<file path="src/rtl/uart_tx_arbiter_if.sv">
// Handshake bundle between requester FIFOs, the UART transmitter and uart_tx_arbiter.
// master: arbiter side; slave: requesters plus transmitter side.
interface uart_tx_arbiter_if #(
  parameter int NREQ  = 4,
  parameter int DBITS = 8
);
  logic [NREQ-1:0]         req_valid;
  logic [NREQ*DBITS-1:0]   req_data;
  logic [NREQ-1:0]         req_last;
  logic [NREQ-1:0]         req_ready;
  logic                    tx_start;
  logic [DBITS-1:0]        tx_data;
  logic                    tx_done;
  logic [$clog2(NREQ)-1:0] grant_idx;
  logic                    busy;
  logic                    timeout_err;
  logic                    err_clr;

  modport master (
    input  req_valid, req_data, req_last, tx_done, err_clr,
    output req_ready, tx_start, tx_data, grant_idx, busy, timeout_err
  );

  modport slave (
    output req_valid, req_data, req_last, tx_done, err_clr,
    input  req_ready, tx_start, tx_data, grant_idx, busy, timeout_err
  );
endinterface

</file>
<file path="src/rtl/uart_tx_arbiter.sv">
// Round-robin arbiter sharing one 8N1 UART transmitter among NREQ byte producers, one byte per grant.
// Define UART_ARB_LOCK_EN to hold the grant on one requester until it sends a req_last byte.
module uart_tx_arbiter #(
  parameter int NREQ        = 4,
  parameter int DBITS       = 8,
  parameter int TIMEOUT_CYC = 2_000_000
) (
  input logic               clk_100MHz,
  input logic               reset_n,
  uart_tx_arbiter_if.master bus
);

  localparam int              IW        = $clog2(NREQ);
  localparam int              WW        = $clog2(TIMEOUT_CYC);
  localparam logic [WW-1:0]   WDOG_LAST = WW'(TIMEOUT_CYC - 1);
  localparam logic [NREQ-1:0] ONE_HOT0  = NREQ'(1);

`ifdef UART_ARB_LOCK_EN
  typedef enum logic [1:0] {S_IDLE, S_GRANT, S_WAIT, S_LOCKED} state_t;
`else
  typedef enum logic [1:0] {S_IDLE, S_GRANT, S_WAIT} state_t;
`endif

  state_t           state_q;
  logic [NREQ-1:0]  req_ready_q;
  logic             tx_start_q;
  logic [DBITS-1:0] tx_data_q;
  logic [IW-1:0]    grant_idx_q;
  logic [IW-1:0]    ptr_q;
  logic             busy_q;
  logic             timeout_err_q;
  logic [WW-1:0]    wdog_q;

  logic [IW-1:0]    win_idx;
  logic [IW-1:0]    cand_idx;
  logic [IW-1:0]    sel_idx;
  logic             win_vld;
  logic             wdog_end;
  logic [DBITS-1:0] sel_data;

  // Search starts one past the last winner so every requester gets a turn.
  always_comb begin
    win_vld  = 1'b0;
    win_idx  = '0;
    cand_idx = '0;
    for (int k = 1; k <= NREQ; k++) begin
      cand_idx = IW'((int'(ptr_q) + k) % NREQ);
      if (!win_vld && bus.req_valid[cand_idx]) begin
        win_vld = 1'b1;
        win_idx = cand_idx;
      end
    end
  end

  always_comb begin
    sel_idx = win_idx;
`ifdef UART_ARB_LOCK_EN
    if (state_q == S_LOCKED) sel_idx = grant_idx_q;
`endif
  end

  assign sel_data = bus.req_data[int'(sel_idx)*DBITS +: DBITS];
  assign wdog_end = (wdog_q == WDOG_LAST);

`ifdef UART_ARB_LOCK_EN
  logic last_q;
  logic sel_last;
  assign sel_last = bus.req_last[sel_idx];
`else
  logic unused_last;
  assign unused_last = ^bus.req_last;
`endif

  always_ff @(posedge clk_100MHz or negedge reset_n) begin
    if (!reset_n) begin
      state_q       <= S_IDLE;
      req_ready_q   <= '0;
      tx_start_q    <= 1'b0;
      tx_data_q     <= '0;
      grant_idx_q   <= '0;
      ptr_q         <= IW'(NREQ - 1);
      busy_q        <= 1'b0;
      timeout_err_q <= 1'b0;
      wdog_q        <= '0;
`ifdef UART_ARB_LOCK_EN
      last_q        <= 1'b0;
`endif
    end else begin
      req_ready_q <= '0;
      tx_start_q  <= 1'b0;
      if (bus.err_clr) timeout_err_q <= 1'b0;
      case (state_q)
        S_IDLE: begin
          if (win_vld) begin
            state_q     <= S_GRANT;
            busy_q      <= 1'b1;
            ptr_q       <= win_idx;
            grant_idx_q <= win_idx;
            tx_data_q   <= sel_data;
            req_ready_q <= ONE_HOT0 << win_idx;
            tx_start_q  <= 1'b1;
`ifdef UART_ARB_LOCK_EN
            last_q      <= sel_last;
`endif
          end
        end
        S_GRANT: begin
          state_q <= S_WAIT;
          wdog_q  <= '0;
        end
        S_WAIT: begin
          // tx_done has priority over a watchdog expiring in the same cycle.
          if (bus.tx_done) begin
`ifdef UART_ARB_LOCK_EN
            if (!last_q) begin
              state_q <= S_LOCKED;
              wdog_q  <= '0;
            end else begin
              state_q <= S_IDLE;
              busy_q  <= 1'b0;
            end
`else
            state_q <= S_IDLE;
            busy_q  <= 1'b0;
`endif
          end else if (wdog_end) begin
            timeout_err_q <= 1'b1;
            state_q       <= S_IDLE;
            busy_q        <= 1'b0;
          end else begin
            wdog_q <= wdog_q + 1'b1;
          end
        end
`ifdef UART_ARB_LOCK_EN
        S_LOCKED: begin
          // Mid-message: only the owner may continue; pointer stays put.
          if (bus.req_valid[grant_idx_q]) begin
            state_q     <= S_GRANT;
            tx_data_q   <= sel_data;
            req_ready_q <= ONE_HOT0 << grant_idx_q;
            tx_start_q  <= 1'b1;
            last_q      <= sel_last;
          end else if (wdog_end) begin
            timeout_err_q <= 1'b1;
            state_q       <= S_IDLE;
            busy_q        <= 1'b0;
          end else begin
            wdog_q <= wdog_q + 1'b1;
          end
        end
`endif
        default: begin
          state_q <= S_IDLE;
          busy_q  <= 1'b0;
        end
      endcase
    end
  end

  assign bus.req_ready   = req_ready_q;
  assign bus.tx_start    = tx_start_q;
  assign bus.tx_data     = tx_data_q;
  assign bus.grant_idx   = grant_idx_q;
  assign bus.busy        = busy_q;
  assign bus.timeout_err = timeout_err_q;

endmodule
</file>
<file path="src/flat_wrapper.sv">
// flat-port wrapper written by rule: the top's interface ports become plain ports
module uart_tx_arbiter_flat 
#(
  parameter int NREQ        = 4,
  parameter int DBITS       = 8,
  parameter int TIMEOUT_CYC = 2_000_000
)
  (clk_100MHz, reset_n, bus_req_valid, bus_req_data, bus_req_last, bus_tx_done, bus_err_clr, bus_req_ready, bus_tx_start, bus_tx_data, bus_grant_idx, bus_busy, bus_timeout_err);
  uart_tx_arbiter_if #(.NREQ(NREQ), .DBITS(DBITS)) bus_i ();
  input logic clk_100MHz;
  input logic reset_n;
  input wire logic [$bits(bus_i.req_valid)-1:0] bus_req_valid;
  input wire logic [$bits(bus_i.req_data)-1:0] bus_req_data;
  input wire logic [$bits(bus_i.req_last)-1:0] bus_req_last;
  input wire logic [$bits(bus_i.tx_done)-1:0] bus_tx_done;
  input wire logic [$bits(bus_i.err_clr)-1:0] bus_err_clr;
  output wire logic [$bits(bus_i.req_ready)-1:0] bus_req_ready;
  output wire logic [$bits(bus_i.tx_start)-1:0] bus_tx_start;
  output wire logic [$bits(bus_i.tx_data)-1:0] bus_tx_data;
  output wire logic [$bits(bus_i.grant_idx)-1:0] bus_grant_idx;
  output wire logic [$bits(bus_i.busy)-1:0] bus_busy;
  output wire logic [$bits(bus_i.timeout_err)-1:0] bus_timeout_err;
  assign bus_i.req_valid = bus_req_valid;
  assign bus_i.req_data = bus_req_data;
  assign bus_i.req_last = bus_req_last;
  assign bus_i.tx_done = bus_tx_done;
  assign bus_i.err_clr = bus_err_clr;
  assign bus_req_ready = bus_i.req_ready;
  assign bus_tx_start = bus_i.tx_start;
  assign bus_tx_data = bus_i.tx_data;
  assign bus_grant_idx = bus_i.grant_idx;
  assign bus_busy = bus_i.busy;
  assign bus_timeout_err = bus_i.timeout_err;
  uart_tx_arbiter #(.NREQ(NREQ), .DBITS(DBITS), .TIMEOUT_CYC(TIMEOUT_CYC)) u_core (.clk_100MHz(clk_100MHz), .reset_n(reset_n), .bus(bus_i));
endmodule
</file>
<file path="config.mk">
export PLATFORM = sky130hd
export DESIGN_NAME = uart_tx_arbiter_flat
export DESIGN_NICKNAME = d
export VERILOG_FILES = /design/src/rtl/uart_tx_arbiter_if.sv /design/src/rtl/uart_tx_arbiter.sv /design/src/flat_wrapper.sv
export SDC_FILE = /design/constraint.sdc
export NUM_CORES = 1
export LEC_CHECK = 0
export BUFFER_PORTS_ARGS = -buffer_cell sky130_fd_sc_hd__buf_4
export CORE_AREA = 4 4 71 73
export CTS_CLUSTER_SIZE = 10
export DETAILED_ROUTE_END_ITERATION = 16
export DIE_AREA = 0 0 75 77
export GPL_ROUTABILITY_DRIVEN = 1
export GPL_TIMING_DRIVEN = 0
export PLACE_DENSITY = 0.78
export SYNTH_ARGS = -nofsm -noshare
export SYNTH_HDL_FRONTEND = slang
export SYNTH_SLANG_ARGS = --single-unit
</file>
<file path="constraint.sdc">
create_clock -name clk_100MHz -period 2.6 [get_ports clk_100MHz]
set_input_delay 0.39 -clock clk_100MHz [delete_from_list [all_inputs] [get_ports clk_100MHz]]
set_output_delay 0.39 -clock clk_100MHz [all_outputs]
set_load 0.02 [all_outputs]
</file>
==> results of run 1 <==
==> flip-flops by register name, indices dropped and copies added (netlist names) <==
signal	flops
u_core.state_q	2
u_core.bus.timeout_err	1
u_core.wdog_q	21
u_core.bus.grant_idx	2
u_core.bus.req_ready	4
u_core.bus.tx_data	8
u_core.bus.tx_start	1
u_core.bus.busy	1
u_core.ptr_q	2
==> power by group through the flow <==
stage               combinational, W  sequential (W)  clock, W
finish                       0.00112        0.000910  0.000428
global placement             0.00111        0.000917         0
global route                 0.00124        0.000931  0.000461
detailed placement           0.00113        0.000922         0
floorplan                   0.000607         0.00105         0
CTS                          0.00113        0.000910  0.000436
==> synthesized netlist by cell type, types with 3 or more instances <==
master and number:
sky130_fd_sc_hd__mux2_2 7, sky130_fd_sc_hd__and3_1 3, sky130_fd_sc_hd__o211a_1 8, sky130_fd_sc_hd__clkbuf_1 3, sky130_fd_sc_hd__inv_1 19, sky130_fd_sc_hd__dfrtp_1 40, sky130_fd_sc_hd__or3_1 6, sky130_fd_sc_hd__a21oi_1 10
sky130_fd_sc_hd__nand2_1 12, sky130_fd_sc_hd__buf_2 3, sky130_fd_sc_hd__nand3_1 10, sky130_fd_sc_hd__nand2b_1 6, sky130_fd_sc_hd__or2b_1 5, sky130_fd_sc_hd__o211ai_1 14, sky130_fd_sc_hd__o21ai_0 17, sky130_fd_sc_hd__nor2_1 19
sky130_fd_sc_hd__xor2_1 8, sky130_fd_sc_hd__nor3_1 5
==> worst paths after layout <==
check	slack, ns	cells after the start	endpoint
setup reg to reg	0.49	5	u_core.wdog_q[17]$_DFFE_PN0P_
max in group asynchronous	2.15	1	u_core.ptr_q[1]$_DFFE_PN1P_
hold reg to reg	0.49	1	u_core.bus.grant_idx[1]$_DFFE_PN0P_
hold / removal	0.07	1	u_core.wdog_q[4]$_DFFE_PN0P_
setup / recovery	0.49	5	u_core.wdog_q[17]$_DFFE_PN0P_
min in group clk_100MHz	0.27	2	u_core.bus.timeout_err$_DFF_PN0_
==> metal layers <==
layer  track usage  vias up
met5             0        -
met2         0.321       50
met3        0.0745        2
met1         0.235      902
li1              -      957
met4        0.0267        0
==> cell type report <==
cell class,instances,share of cell area
sequential,42,0.372
buffer,9,0.0185
multi-input combinational,163,0.381
clock buffer,5,0.0243
timing repair buffer,56,0.148
inverter,19,0.0252
tap,52,0.0230
clock inverter,3,0.00751
==> worst max-delay path, delay by kind of cell (launching register included) <==
kind	cells	cell delay, ns
simple gates	2	0.62
flops	1	0.43
compound gates	3	0.99
==> kinds of logic after synthesis <==
logic type               Yosys count  synth area share
XOR/XNOR                           9            0.0349
AO/OA/AOI/OAI                     62             0.198
flip-flops                        42             0.466
multiplexers                       9            0.0443
buffers and inverters             28            0.0548
adder cells (fa/ha/maj)            1           0.00554
AND/OR/NAND/NOR                   82             0.196
==> metrics by stage <==
stage | power, W | instance area [µm²]
floorplan | 0.00165 | 2260
global placement | 0.00203 | 2740
detailed placement | 0.00205 | 2740
CTS | 0.00248 | 2830
global route | 0.00263 | 2830
finish | 0.00246 | 2830
==> results.txt, run 1 <==
----------------------------------------------------
[Clocking]
  Clock Tree Root ... sky130_fd_sc_hd__clkbuf_8
  Post-CTS repair timing setup buffer count ... 0
  Bufs on Longest Clock Path ... 2
  Clock buffers created by TritonCTS ... 5
  Number of buffers inserted by hold repair at cts ... 0
  Depth of the CTS H-tree ... 2
  Clock transition at path regs ... 0.08 ns
  Count of instances resized after the clock tree is built ... 0
  Count of clock tree sinks ... 42
  Clock latency of the later-clocked register in the worst-skew pair ... 0.29 ns
  CTS tree ... done

[GRT]
  Number of global-route vias before repair ... 1983
  Maximum number of pins on one net before global-route repair ... 43
  Overflow left after global routing ... 0
  First-pass GRT wire length ... 8870 µm
  Overall Global Routing Usage ... 0.192
  Number of antenna violations at the first check in global routing ... 0

[Logic synthesis]
  Library cell occupying the most area in the post-synthesis netlist ... sky130_fd_sc_hd__dfrtp_1
  Post-synthesis cell count ... 233
  Syn avg cell area ... 9.69 µm²
  Prevailing post-synth register cell ... sky130_fd_sc_hd__dfrtp_1
  Number of nets in the synthesized netlist ... 278
  Share of flip-flops with an asynchronous set or reset ... 1.00
  Post-synthesis cell area ... 2260 µm²
  Yosys reg bits ... 42
  Count of flip-flops with a built-in enable after synthesis ... 0
  Biggest area contributors in the synthesized netlist ... sky130_fd_sc_hd__dfrtp_1 (44%), sky130_fd_sc_hd__o211ai_1 (4.7%), sky130_fd_sc_hd__o21ai_0 (3.8%)
  Post-synthesis cell type count ... 47
  Synth Warn # ... 0
  Post-synthesis sequential area ratio ... 0.466
  Fraction of post-synthesis cell area in the top cell type by area ... 0.443

[Place]
  DP Worst Slack ... 0.461 ns
  Port Buffer Count ... 56
  Dpl cells ... 341
  Detailed placement HPWL ... 3640 µm
  Last weighted congestion value of the routability-driven placer ... 0.795

[Cells and area]
  Area occupied by multi-input gates ... 1080 µm²
  Fill cell total of the finished layout ... 371
  Final nets ... 341
  Number of non-filler instances in the completed layout ... 349
  Fraction of layout cells with a size suffix above 1 ... 0.286
  Utilization after layout ... 0.651
  Most frequent standard cell in the layout excluding fill and tap cells ... sky130_fd_sc_hd__buf_4
  Growth of design area from synthesis to finish ... 25.5%
  Highest-count cells in the layout ignoring fill and taps ... sky130_fd_sc_hd__buf_4 (56), sky130_fd_sc_hd__dfrtp_1 (40), sky130_fd_sc_hd__inv_1 (19), sky130_fd_sc_hd__nor2_1 (19), sky130_fd_sc_hd__o21ai_0 (17)
  Number of diodes added for antenna fixing ... 0
  Storage element area ... 1050 µm²

[Critical path]
  Startpoint of the lowest-slack register-to-register path ... u_core.wdog_q[11]$_DFFE_PN0P_
  Class of the most critical setup path ... reg -> reg
  Critical Path RT ... 2.82 ns
  Crit path largest cell delay ... 0.66 ns
  Arr. time, crit path ... 2.33 ns
  Startpoint of the most critical setup path ... u_core.wdog_q[11]$_DFFE_PN0P_
  Critical path, cell by cell ... nor4b_1, nand4_1, o2111ai_1, o21ai_0, a21oi_1
  Critical Path Start Type ... flop
  Kind of end point of the critical path ... flop
  Slowest library cell on the worst path ... sky130_fd_sc_hd__o2111ai_1
  Largest fanout on the critical path ... 10

[STA]
  Number of setup violations in the final report ... 0
  Count of pins over their slew limit ... 0
  Worst Clk Skew ... 0.00633 ns
  Min cycle time layout ... 2.11 ns
  Fraction of the cycle the final worst path needs ... 0.812
  Transition at the pin with the smallest max-transition slack ... 0.685 ns
  Fin Setup TNS ... 0 ns
  Unrepaired setup endpoints after global routing ... no
  Maximum clock rate ... 474 MHz
  Worst rel slew slack ... 0.543
  Number of endpoints with negative hold slack in the final report ... 0
  Final hold slack ... 0.0721 ns
  Worst Slack Setup Final ... 0.489 ns

[Power]
  Internal Pwr Total ... 0.00151 W
  Pwr Density ... 867 nW/µm²
  Switching portion of total power ... 0.387
  Power share of the clock group ... 0.174
  Static leakage ... 1.32 nW
  Part of the power in registers ... 0.370
  Worst IR drop on VDD ... 599 µV
  Relative contribution of combinational cells to total power ... 0.456
  Net switching component of the power ... 0.000951 W

[Run status]
  Status ... complete, no violations

[Floorplan]
  Die span in x ... 75 µm
  Total number of placement rows ... 24
  Floorplan die area ... 5780 µm²
  Area of the core region ... 4350 µm²
  Vertical die dimension ... 77 µm
  Initial Utilization ... 0.519
  Number of I/O pins ... 61

[Detailed routing]
  Met2 routed wirelength ... 2450 µm
  Detail-routed via count per cell ... 5.48
  Sum of met3 wire segment lengths after detailed routing ... 377 µm
  Iteration-0 DRC Markers ... 93
  Pre-antenna DRT Iters ... 4
  Sum of routed wire length over all layers ... 4990 µm
  Highest signal layer in the routed design ... met4
  Number of remaining DRC errors ... 0
  Mean routed wirelength per cell ... 14.3 µm
  Routed metal-1 wire length ... 2140 µm
  Via Count ... 1911
  Remaining antenna violation count after routing ... 0

[Hold path]
  Min-Delay Path Class ... in -> async

[Flow run]
  Max-cap check violation count ... 0

----------------------------------------------------
Power figures use the tool's default switching activity.
==> run 2, diff against run 1 <==
Settings changed: CORE_AREA 4 4 71 73 to 4 4 75 77, DIE_AREA 0 0 75 77 to 0 0 79 81, PLACE_DENSITY 0.78 to 0.73.
Clock period 2.6 ns to 1.8 ns, I/O delays scaled along.
==> results.txt, run 2 (synthesized netlist as in run 1, its figures left out) <==
----------------------------------------------------
[Run status]
  Status ... finished with violations
  Violations in the final reports ... negative setup slack

[Floorplan]
  Floorplan die area ... 6400 µm²
  Area of the core region ... 5010 µm²
  Initial Utilization ... 0.451
  Total number of placement rows ... 26
  Number of I/O pins ... 61
  Die span in x ... 79 µm
  Vertical die dimension ... 81 µm

[Detailed routing]
  Mean routed wirelength per cell ... 15.3 µm
  Remaining antenna violation count after routing ... 0
  Via Count ... 2096
  Iteration-0 DRC Markers ... 77
  Detail-routed via count per cell ... 5.43
  Number of remaining DRC errors ... 0
  Sum of routed wire length over all layers ... 5910 µm
  Pre-antenna DRT Iters ... 4

[Cells and area]
  Fill cell total of the finished layout ... 409
  Area occupied by multi-input gates ... 1280 µm²
  Fraction of layout cells with a size suffix above 1 ... 0.408
  Number of non-filler instances in the completed layout ... 386
  Highest-count cells in the layout ignoring fill and taps ... sky130_fd_sc_hd__buf_4 (71), sky130_fd_sc_hd__dfrtp_1 (38), sky130_fd_sc_hd__inv_1 (19), sky130_fd_sc_hd__nor2_1 (19), sky130_fd_sc_hd__o211ai_1 (14)
  Final nets ... 360
  Most flop-heavy register ... u_core.wdog_q
  Growth of design area from synthesis to finish ... 44.3%
  Utilization after layout ... 0.651
  Storage element area ... 1060 µm²
  Flip-flop count of the largest register after layout ... 21
  Most frequent standard cell in the layout excluding fill and tap cells ... sky130_fd_sc_hd__buf_4
  Number of diodes added for antenna fixing ... 0

[Flow run]
  Max-cap check violation count ... 0

[Critical path]
  Class of the most critical setup path ... reg -> reg
  Largest fanout on the critical path ... 8
  Worst r2r path cells ... 7
  Critical register-to-register path endpoint ... u_core.bus.tx_data[3]$_DFFE_PN0P_
  Kind of end point of the critical path ... flop
  Critical path, cell by cell ... buf_6, mux2i_4, o22ai_4, nor2_4, buf_8, mux2_4, o211a_1
  Worst-case register-to-register setup slack ... -0.11 ns
  Slowest library cell on the worst path ... sky130_fd_sc_hd__dfstp_2
  Critical Path RT ... 1.99 ns
  Crit path largest cell delay ... 0.53 ns
  Critical Path Start Type ... flop
  Arr. time, crit path ... 2.10 ns
  Startpoint of the lowest-slack register-to-register path ... u_core.ptr_q[1]$_DFFE_PN1P_

[Power]
  Static leakage ... 1.53 nW
  Relative contribution of combinational cells to total power ... 0.481
  Power share of the clock group ... 0.187
  Part of the power in registers ... 0.331
  Pwr Density ... 1230 nW/µm²
  Internal Pwr Total ... 0.00251 W
  Worst IR drop on VDD ... 1040 µV
  Net switching component of the power ... 0.00149 W
  Switching portion of total power ... 0.373

[Place]
  Last weighted congestion value of the routability-driven placer ... 0.721
  Detailed placement HPWL ... 3770 µm
  DP Worst Slack ... -0.347 ns
  Port Buffer Count ... 56
  Dpl cells ... 359

[GRT]
  Overflow left after global routing ... 0
  Number of antenna violations at the first check in global routing ... 0
  Number of global-route vias before repair ... 2096
  Overall Global Routing Usage ... 0.191
  Maximum number of pins on one net before global-route repair ... 43
  First-pass GRT wire length ... 9660 µm

[STA]
  Unrepaired setup endpoints after global routing ... yes
  Worst rel slew slack ... 0.633
  Maximum clock rate ... 523 MHz
  Worst Clk Skew ... 0.00937 ns
  Number of setup violations in the final report ... 9
  Worst Slack Setup Final ... -0.113 ns
  Count of pins over their slew limit ... 0
  Number of endpoints with negative hold slack in the final report ... 0
  Min cycle time layout ... 1.91 ns
  Fraction of the cycle the final worst path needs ... 1.06
  Transition at the pin with the smallest max-transition slack ... 0.551 ns

[Clocking]
  Clock latency of the later-clocked register in the worst-skew pair ... 0.30 ns
  Depth of the CTS H-tree ... 2
  Count of clock tree sinks ... 42
  Clock buffers created by TritonCTS ... 5
  Bufs on Longest Clock Path ... 2
  Clock Tree Root ... sky130_fd_sc_hd__clkbuf_8
  Clock transition at path regs ... 0.09 ns
  CTS tree ... done

[Hold path]
  Hold Crit Depth ... 2
  Hold worst-path end ... u_core.bus.timeout_err$_DFF_PN0_
  Min-Delay Path Class ... in -> reg
  Min-Delay Startpoint ... bus_err_clr

----------------------------------------------------
==> run 2: cell count changes in the layout (fill, tap and decap cells not counted), sizes merged <==
cell,change
buf,+20
bufinv,+1
clkbuf,-1
clkinv,-2
dlygate4sd3,+1
==> run 2: worst max-delay path by stage <==
stage	slack (ns)	start	endpoint
5_1_grt	-0.18	u_core.ptr_q[1]$_DFFE_PN1P_	u_core.bus.tx_data[0]$_DFFE_PN0P_
4_1_cts	-0.10	u_core.ptr_q[1]$_DFFE_PN1P_	u_core.bus.tx_data[3]$_DFFE_PN0P_
3_5_place_dp	-0.35	u_core.wdog_q[16]$_DFFE_PN0P_	u_core.wdog_q[19]$_DFFE_PN0P_
6_report	-0.11	u_core.ptr_q[1]$_DFFE_PN1P_	u_core.bus.tx_data[3]$_DFFE_PN0P_
2_1_floorplan	-0.11	u_core.ptr_q[1]$_DFFE_PN1P_	u_core.bus.tx_data[1]$_DFFE_PN0P_
3_3_place_gp	-0.27	u_core.ptr_q[1]$_DFFE_PN1P_	u_core.bus.tx_data[5]$_DFFE_PN0P_
==> run 2: worst max-delay path: cells and delay by family (launching register included) <==
kind	cells	cell delay (ns)
simple gates	1	0.13
buf+inv	2	0.27
flops	1	0.53
compound gates	2	0.32
mux	2	0.54
==> run 2: timing repair <==
action | 4_1_cts | 5_1_grt
hold buffers | 1 | 0
pin swaps | 9 | 15
endpoints found under the hold margin | 40 | 0
buffers inserted | 15 | 5
endpoints found under the setup margin | 27 | 28
gates resized for setup | 20 | 28
==> run 2: metal layers <==
metal	up-vias	track usage	routed length, µm
li1	990	-	-
met1	1019	0.203	2260
met2	75	0.350	3070
met3	12	0.0698	467
met4	0	0.0619	104
met5	-	0	0
==> run 2: metrics by stage <==
step                power [W]  instance area (µm²)  hold WS, ns  TNS, ns
CTS                   0.00398                 3120        0.131   -0.706
finish                0.00400                 3260        0.140   -0.781
floorplan             0.00242                 2280      -0.0256   -0.631
detailed placement    0.00301                 2790        0.293    -4.77
global route          0.00425                 3260        0.127    -1.61
global placement      0.00298                 2790        0.294    -4.19
==> run 2: area by class of cell <==
cell class,count,area share
multi-input cells,163,0.393
flip-flops and latches,42,0.324
inverters,19,0.0219
clock inverters,2,0.0115
repair buffers,77,0.185
clock buffers,6,0.0223
plain buffers,7,0.0157
well taps,70,0.0269
==> run 2: power groups by stage <==
stage	Sequential, W	Clock [W]	Combinational, W
3_3_place_gp	0.00132	0	0.00166
3_5_place_dp	0.00133	0	0.00169
2_1_floorplan	0.00151	0	0.000912
6_report	0.00133	0.000748	0.00192
5_1_grt	0.00136	0.000804	0.00209
4_1_cts	0.00132	0.000763	0.00190
==> run 3, diff against run 2 <==
Settings changed: CORE_AREA 4 4 75 77 to 4 4 92 94, DIE_AREA 0 0 79 81 to 0 0 96 98, PLACE_DENSITY 0.73 to not set.
==> results.txt, run 3 (synthesized netlist as in run 1, its figures left out) <==
----------------------------------------------------
[Place]
  Last weighted congestion value of the routability-driven placer ... 0.798
  Detailed placement HPWL ... 3990 µm
  Dpl cells ... 391
  Port Buffer Count ... 56
  DP Area ... 2830 µm²

[Critical path]
  Arr. time, crit path ... 2.05 ns
  Largest fanout on the critical path ... 8
  Kind of end point of the critical path ... flop
  Critical Path Start Type ... flop
  Critical Path RT ... 1.99 ns
  Class of the most critical setup path ... reg -> reg

[Cells and area]
  Highest-count cells in the layout ignoring fill and taps ... sky130_fd_sc_hd__buf_4 (69), sky130_fd_sc_hd__dfrtp_1 (40), sky130_fd_sc_hd__inv_1 (19), sky130_fd_sc_hd__nor2_1 (19), sky130_fd_sc_hd__o21ai_0 (15)
  Area occupied by multi-input gates ... 1280 µm²
  Final nets ... 354
  Final cell area excluding filler cells ... 3220 µm²
  Growth of design area from synthesis to finish ... 42.4%
  Flip-flop count of the largest register after layout ... 21
  Most frequent standard cell in the layout excluding fill and tap cells ... sky130_fd_sc_hd__buf_4
  Fill cell total of the finished layout ... 745
  Fraction of layout cells with a size suffix above 1 ... 0.374
  Number of non-filler instances in the completed layout ... 412
  Storage element area ... 1050 µm²
  Most flop-heavy register ... u_core.wdog_q
  Number of diodes added for antenna fixing ... 0

[Floorplan]
  Number of I/O pins ... 61
  Area of the core region ... 7650 µm²
  Initial Utilization ... 0.295
  Vertical die dimension ... 98 µm
  Die span in x ... 96 µm
  Floorplan die area ... 9410 µm²
  Total number of placement rows ... 32

[GRT]
  First-pass GRT wire length ... 9760 µm
  Overflow left after global routing ... 0
  Overall Global Routing Usage ... 0.129
  Number of global-route vias before repair ... 2144
  Maximum number of pins on one net before global-route repair ... 43
  Number of antenna violations at the first check in global routing ... 0

[STA]
  Fraction of the cycle the final worst path needs ... 1.03
  Fin Setup TNS ... -0.374 ns
  Maximum clock rate ... 538 MHz
  Worst rel slew slack ... 0.632
  Min cycle time layout ... 1.86 ns
  Number of setup violations in the final report ... 8
  Unrepaired setup endpoints after global routing ... yes
  Count of pins over their slew limit ... 0
  Number of endpoints with negative hold slack in the final report ... 0
  Worst Slack Setup Final ... -0.0584 ns
  Transition at the pin with the smallest max-transition slack ... 0.552 ns
  Worst Clk Skew ... 0.00574 ns

[Flow run]
  Max-cap check violation count ... 0

[Run status]
  Violations in the final reports ... negative setup slack
  Status ... finished with violations

[Detailed routing]
  Detail-routed via count per cell ... 4.93
  Iteration-0 DRC Markers ... 94
  Via Count ... 2031
  Remaining antenna violation count after routing ... 0
  Sum of routed wire length over all layers ... 5860 µm
  Mean routed wirelength per cell ... 14.2 µm
  Number of remaining DRC errors ... 0
  Pre-antenna DRT Iters ... 4

[Hold path]
  Min-Delay Path Class ... in -> reg

[Clocking]
  CTS tree ... done
  Count of clock tree sinks ... 42
  Clock latency of the later-clocked register in the worst-skew pair ... 0.29 ns
  Bufs on Longest Clock Path ... 2
  Clock Tree Root ... sky130_fd_sc_hd__clkbuf_8
  Clock buffers created by TritonCTS ... 5
  Clock transition at path regs ... 0.08 ns
  Depth of the CTS H-tree ... 2

[Power]
  Static leakage ... 1.46 nW
  Worst IR drop on VDD ... 699 µV
  Pwr Density ... 1200 nW/µm²
  Total power of the final layout ... 0.00388 W

----------------------------------------------------
## run 3: power breakdown
group          switching [W]  total (W)  internal [W]
sequential          0.000165    0.00135       0.00119
combinational       0.000976    0.00188      0.000903
clock               0.000337   0.000646      0.000309
## run 3: routing by layer
| layer | up-vias | wire [µm] | GRT usage |
|---|---|---|---|
| li1 | 987 | - | - |
| met2 | 68 | 2820 | 0.205 |
| met5 | - | 0 | 0 |
| met3 | 12 | 511 | 0.0462 |
| met4 | 0 | 123 | 0.0525 |
| met1 | 964 | 2410 | 0.156 |
## run 3: layout make-up
class / instances / area share
multi-input combinational: 164 / 0.399
sequential: 42 / 0.327
timing repair buffer: 71 / 0.169
tap: 102 / 0.0397
clock buffer: 6 / 0.0257
inverter: 19 / 0.0222
buffer: 6 / 0.0128
clock inverter: 2 / 0.00389
## run 3: stage by stage
step	hold WS, ns	util	setup WS (ns)
2_1_floorplan	-0.0256	-	-0.105
3_3_place_gp	0.299	0.370	-0.254
3_5_place_dp	0.302	0.370	-0.406
4_1_cts	0.146	0.404	-0.0906
5_1_grt	0.150	0.421	-0.128
6_report	0.150	0.421	-0.0584
## run 3: worst paths after layout
kind	from	endpoint	slack, ns	depth (start not counted)
setup / recovery	u_core.ptr_q[1]$_DFFE_PN1P_	u_core.bus.tx_data[3]$_DFFE_PN0P_	-0.06	6
hold reg to reg	u_core.bus.grant_idx[1]$_DFFE_PN0P_	u_core.bus.grant_idx[1]$_DFFE_PN0P_	0.49	1
max in group asynchronous	reset_n	u_core.wdog_q[13]$_DFFE_PN0P_	0.92	2
min in group asynchronous	reset_n	u_core.bus.grant_idx[0]$_DFFE_PN0P_	0.50	2
setup reg to reg	u_core.ptr_q[1]$_DFFE_PN1P_	u_core.bus.tx_data[3]$_DFFE_PN0P_	-0.06	6
hold / removal	bus_err_clr	u_core.bus.timeout_err$_DFF_PN0_	0.15	2
## run 3: timing repair
action / in CTS / in global routing
resized for setup: 14 / 26
gates cloned: 0 / 1
pin swaps: 8 / 11
setup buffers: 11 / 3
setup endpoints to repair: 31 / 29
hold endpoints to repair: 40 / 0
hold buffers: 1 / 0
## run 3: critical path, cell delays in order (launching register included)
cell	delay [ns]
sky130_fd_sc_hd__dfstp_2	0.60
sky130_fd_sc_hd__mux2i_4	0.25
sky130_fd_sc_hd__o22ai_4	0.11
sky130_fd_sc_hd__nor2_4	0.14
sky130_fd_sc_hd__buf_8	0.15
sky130_fd_sc_hd__mux2_4	0.30
sky130_fd_sc_hd__o211a_1	0.20
